--- config.mk ---
export PLATFORM = sky130hd
export DESIGN_NAME = fetch_ctrl
export DESIGN_NICKNAME = d
export VERILOG_FILES = /design/src/rtl/fetch_ctrl_pkg.sv /design/src/rtl/fetch_ctrl_add_16b.sv /design/src/rtl/fetch_ctrl.sv
export SDC_FILE = /design/constraint.sdc
export NUM_CORES = 1
export LEC_CHECK = 0
export CORE_ASPECT_RATIO = 0.9
export CORE_MARGIN = 5
export CORE_UTILIZATION = 49
export DETAILED_ROUTE_END_ITERATION = 6
export GPL_ROUTABILITY_DRIVEN = 0
export GPL_TIMING_DRIVEN = 0
export HOLD_SLACK_MARGIN = 0.15
export PLACE_DENSITY = 0.81
export SLEW_MARGIN = 0
export SYNTH_ARGS = -nofsm -noshare
export SYNTH_HDL_FRONTEND = slang
export SYNTH_SLANG_ARGS = --single-unit
export TNS_END_PERCENT = 5
--- constraint.sdc ---
create_clock -name clk -period 2.85 [get_ports clk]
set_input_delay 0.57 -clock clk [delete_from_list [all_inputs] [get_ports clk]]
set_output_delay 0.57 -clock clk [all_outputs]
set_load 0.005 [all_outputs]
--- src/rtl/fetch_ctrl_pkg.sv ---
// Shared definitions for the instruction-fetch controller: FSM state encoding,
// default reset PC and PC alignment helper.
package fetch_ctrl_pkg;

    typedef enum logic [1:0] {
        ST_FETCH = 2'd0,
        ST_DRAIN = 2'd1,
        ST_HALT  = 2'd2
    } fetch_state_e;

    localparam logic [15:0] DEFAULT_RESET_PC = 16'h0000;
    localparam logic [15:0] PC_STEP          = 16'h0002;

    // Instructions are halfword aligned; bit 0 of any redirect is discarded.
    function automatic logic [15:0] align_pc(input logic [15:0] addr);
        return {addr[15:1], 1'b0};
    endfunction

endpackage

--- src/rtl/fetch_ctrl_add_16b.sv ---
// 16-bit modulo adder used for the PC+2 increment.
module add_16b (
    input  logic [15:0] a_i,
    input  logic [15:0] b_i,
    output logic [15:0] y_o
);

    assign y_o = a_i + b_i;

endmodule

--- src/rtl/fetch_ctrl.sv ---
// Instruction-fetch controller: owns the PC, fills IF/ID, handles stalls,
// redirects and halt. Optional perf counters under FETCH_PERF_CNT_EN.
module fetch_ctrl
    import fetch_ctrl_pkg::*;
#(
    parameter logic [15:0] RESET_PC = DEFAULT_RESET_PC
) (
    input  logic        clk,
    input  logic        rst,
    input  logic        stall,
    input  logic        branch_taken,
    input  logic [15:0] branch_target,
    input  logic        hlt_id,
    output logic        imem_req,
    output logic [15:0] imem_addr,
    input  logic        imem_valid,
    input  logic [15:0] imem_data,
    output logic [15:0] ifid_instr,
    output logic [15:0] ifid_pc2,
    output logic        ifid_valid,
    output logic        flush_ifid,
    output logic        halted
`ifdef FETCH_PERF_CNT_EN
    ,
    output logic [15:0] fetch_cnt,
    output logic [15:0] flush_cnt
`endif
);

    fetch_state_e state_q, state_d;
    logic [15:0]  pc_q, pc_d;
    logic [15:0]  tgt_q, tgt_d;
    logic [15:0]  instr_q, instr_d;
    logic [15:0]  pc2_q, pc2_d;
    logic         ivalid_q, ivalid_d;
    logic         flush_q, flush_d;
    logic         halted_q, halted_d;

    logic [15:0]  pc_plus2;
    logic [15:0]  redirect_pc;
    logic         accept;
    logic         redirect;

    add_16b u_pc_inc (
        .a_i (pc_q),
        .b_i (PC_STEP),
        .y_o (pc_plus2)
    );

    assign redirect_pc = align_pc(branch_target);

    // Request is combinational from state so it drops with rst asserted.
    assign imem_req  = (state_q != ST_HALT) && !rst;
    assign imem_addr = pc_q;

    assign ifid_instr = instr_q;
    assign ifid_pc2   = pc2_q;
    assign ifid_valid = ivalid_q;
    assign flush_ifid = flush_q;
    assign halted     = halted_q;

    always_comb begin
        state_d  = state_q;
        pc_d     = pc_q;
        tgt_d    = tgt_q;
        instr_d  = instr_q;
        pc2_d    = pc2_q;
        ivalid_d = ivalid_q;
        flush_d  = 1'b0;
        halted_d = halted_q;
        accept   = 1'b0;
        redirect = 1'b0;

        case (state_q)
            ST_FETCH: begin
                if (!stall) begin
                    if (hlt_id) begin
                        state_d  = ST_HALT;
                        ivalid_d = 1'b0;
                        halted_d = 1'b1;
                    end else if (branch_taken) begin
                        redirect = 1'b1;
                        ivalid_d = 1'b0;
                        flush_d  = 1'b1;
                        if (imem_valid) begin
                            pc_d = redirect_pc;
                        end else begin
                            // Request in flight: address must stay put until it completes.
                            tgt_d   = redirect_pc;
                            state_d = ST_DRAIN;
                        end
                    end else if (imem_valid) begin
                        accept   = 1'b1;
                        instr_d  = imem_data;
                        pc2_d    = pc_plus2;
                        ivalid_d = 1'b1;
                        pc_d     = pc_plus2;
                    end else begin
                        ivalid_d = 1'b0;
                    end
                end
            end

            ST_DRAIN: begin
                if (!stall) begin
                    if (hlt_id) begin
                        state_d  = ST_HALT;
                        ivalid_d = 1'b0;
                        halted_d = 1'b1;
                    end else begin
                        if (branch_taken) begin
                            redirect = 1'b1;
                            tgt_d    = redirect_pc;
                            ivalid_d = 1'b0;
                            flush_d  = 1'b1;
                        end
                        if (imem_valid) begin
                            pc_d    = tgt_d;
                            state_d = ST_FETCH;
                        end
                    end
                end
            end

            ST_HALT: begin
                state_d = ST_HALT;
            end

            default: begin
                state_d = ST_FETCH;
            end
        endcase
    end

    always_ff @(posedge clk or posedge rst) begin
        if (rst) begin
            state_q  <= ST_FETCH;
            pc_q     <= align_pc(RESET_PC);
            tgt_q    <= '0;
            instr_q  <= '0;
            pc2_q    <= '0;
            ivalid_q <= 1'b0;
            flush_q  <= 1'b0;
            halted_q <= 1'b0;
        end else begin
            state_q  <= state_d;
            pc_q     <= pc_d;
            tgt_q    <= tgt_d;
            instr_q  <= instr_d;
            pc2_q    <= pc2_d;
            ivalid_q <= ivalid_d;
            flush_q  <= flush_d;
            halted_q <= halted_d;
        end
    end

`ifdef FETCH_PERF_CNT_EN
    logic [15:0] fetch_cnt_q, fetch_cnt_d;
    logic [15:0] flush_cnt_q, flush_cnt_d;

    // Counters saturate; accept/redirect never fire in HALT so they freeze there.
    always_comb begin
        fetch_cnt_d = fetch_cnt_q;
        flush_cnt_d = flush_cnt_q;
        if (accept && (fetch_cnt_q != '1)) begin
            fetch_cnt_d = fetch_cnt_q + 16'd1;
        end
        if (redirect && (flush_cnt_q != '1)) begin
            flush_cnt_d = flush_cnt_q + 16'd1;
        end
    end

    always_ff @(posedge clk or posedge rst) begin
        if (rst) begin
            fetch_cnt_q <= '0;
            flush_cnt_q <= '0;
        end else begin
            fetch_cnt_q <= fetch_cnt_d;
            flush_cnt_q <= flush_cnt_d;
        end
    end

    assign fetch_cnt = fetch_cnt_q;
    assign flush_cnt = flush_cnt_q;
`else
    logic unused_perf;
    assign unused_perf = accept ^ redirect;
`endif

endmodule

==> reports/metrics.cfg <==
[place]
dp_hpwl_um=5950
detailedPlace.worstSlack_ns=0.225
port_buffers=88
dp_cells=463

[worst_hold_path]
min_to=ifid_pc2[1]
worstHoldPathCells=2
hp-class=flop to flop
hp-start=ifid_pc2[1]

[timing]
max_freq_mhz=438
final-hold-violation-count=0
final_max_slew_viol_count=0
hold_ws_ns=0.479
period_needed_ns=2.28
relSlewSlack_pct=43.5
tightest_slew_ns=0.847
layout_setup_ws_ns=0.565
clock_skew_ns=0.0105
rsz0062_at_grt=no
setup_viol=0
fin_tns_setup_ns=0
finalCritPeriodShare_pct=80.2

[grt]
grt.overflow.total=0
grt_antenna_before_repair=0
first_global_vias=2668
grt_start_max_net_pins=70
grt_pass1_wl_um=13700
grt.total_usage_pct=20.1

[clock_tree]
tritoncts=built
cts_max_level=3
insertion_delay_ns=0.34
cts_made_buffers=9
clockBufferDepth=2
cts_setup_buffers=0
cts_resized=0
clock_sink_count=69
hold_buffers=0
clk_pin_slew_ns=0.07
cts-root-buf=clkbuf_8

[worst_setup_path]
rr_worst_depth=7
crit_family=buffers and inverters
worstSetupEndpointType=flop
cp.required_ns=3.06
critPathSlowestCell=clkdlybuf4s50_1
crit_chain=clkdlybuf4s50_1 > or4b_1 > buf_2 > a221oi_1 > o21bai_1 > o311ai_2
path_class=input port to flop
rr_startpoint=state_q[1]
r2r_setup_slack_ns=0.81
crit-reg2reg-capture=imem_addr[10]
startpoint=hlt_id
cp_max_fo=8
start_kind=input port
crit_buf_inv=2
cpPeakStageDelay_ns=0.54
worstPathArrival_ns=2.50

[die]
fp-row-count=28
initial_core_util_pct=51.1
ioPinCount=90
core_um2=6660
dieArea_um2=8710
die_w_um=97.8
die-height_um=89.1

[logic_synthesis]
synth_warnings=0
synth_cell_types=54
yosysSeqAreaShare_pct=50.8
synthTopCellsByArea=dfrtp_1, mux2_4, mux2_2
yosysMostFrequentCell=dfrtp_1
synth_compound_area_share_pct=12.1
synth_top_area_cell=dfrtp_1
synth_edf_count=0
synth_fa_ha_area_share_pct=0.368
synthSimpleGateAreaFrac_pct=13.9
syn_inst=285
syn_area_um2=3400
async_flop_share_pct=100
synthFlopType=dfrtp_1
yosysTopAreaCellShare_pct=50.8
syn_nets=324
synth_top_family_by_area=multiplexers
ys_ff_latch=69
synth.area.mux_share_pct=16.4
syn_avg_cell_area_um2=11.9
synthTopCellsByCount=dfrtp_1, mux2_2, nand2_1, mux2_4, nand3_1
synthXorXnorAreaFrac_pct=3.09

[detailed_routing]
vias_per_cell=5.60
wire_per_inst_um=17.4
dr.pass1.iters=5
drc_errors=0
via_count=2671
routed_wl_um=8300
detail-route-antenna-nets=0
dr.first_iter.drc_count=206

[run_status]
run_status=completed

[layout]
drive_gt1_share_pct=18.9
fin_util_pct=68.6
fin_cells=477
synthToLayoutAreaGrowth_pct=34.1
nNetsFinal=423
fillCellCount=526
antenna_cells=0

[power_and_ir_drop]
powerDensity_nw_per_um2=854
p_leak_nw=1.99
ir_drop_v=0.000511

[flow_run]
cap_violations=0

## layout by cell type (no fill, tap or decap), types with 7 or more instances in the layout
master / n
mux2_4: 18
nand3_1: 11
clkbuf_1: 7
o21ai_0: 7
clkdlybuf4s50_1: 88
xor2_1: 7
nor2_1: 8
nand2_1: 21
o21ai_1: 10
mux2_2: 22
dfrtp_1: 69
clkbuf_8: 11
## tightest hold or removal path: cells and delay by family (launching register included)
kind / cells / cell delay (ns)
flip-flops: 1 / 0.34
AND/OR/NAND/NOR: 1 / 0.05
AO/OA/AOI/OAI: 1 / 0.06
## per-stage QoR
step           instance area [um^2]  total power [mW]
2_1_floorplan                  3400              2.37
3_3_place_gp                   4400              3.17
3_5_place_dp                   4400              3.23
4_1_cts                        4560              3.93
5_1_grt                        4560              4.16
6_report                       4560              3.90
## kinds of logic (layout without fill, tap and decap cells)
logic type | after synthesis | in the layout
and+or+nand+nor | 81 | 81
DFF | 69 | 69
AOI/OAI and AO/OA | 57 | 57
muxes | 44 | 44
buffers and inverters | 21 | 123
xor gates and xnor gates | 12 | 12
adders and majority gates | 1 | 1
## flip-flops by register name (all words and copies together), names as in the netlist
signal	count
flush_ifid	1
halted	1
ifid_instr	16
ifid_pc2	16
ifid_valid	1
imem_addr	16
state_q	2
tgt_q	16
## how the worst max path moves through the flow
stage                    end  slack [ns]  cells after the start
4_1_cts             imem_req        0.58                      3
5_1_grt         ifid_pc2[14]        0.42                      6
3_3_place_gp    ifid_pc2[11]       -0.69                      2
6_report       imem_addr[14]        0.57                      6
2_1_floorplan     flush_ifid        0.54                      1
3_5_place_dp   ifid_instr[3]        0.23                      5
## metal layers
layer,up-vias,global-route usage (%),wire (um)
met5,-,0,0
met4,0,7.04,129
met3,9,6.08,554
met2,110,30.5,3850
met1,1309,27.7,3770
li1,1243,-,-
## final cells by class
type                    count  area (um^2)  share of cell area [%]
clock buffers              12          155                    3.40
repair buffers             88          881                    19.3
clock inverters             2         10.0                   0.219
plain buffers              17          101                    2.22
inverters                   4         17.5                   0.384
flip-flops and latches     69         1730                    37.8
multi-input cells         195         1560                    34.2
well taps                  90          113                    2.47
## report_power, final
part | switching, mW | internal [mW] | total [mW] | leakage (nW)
registers | 0.328 | 1.38 | 1.71 | 0.877
clock network | 0.345 | 0.351 | 0.696 | 0.0881
logic | 0.494 | 1.00 | 1.50 | 1.02
total | 1.17 | 2.73 | 3.90 | 1.99
Power figures use the tool's default switching activity.
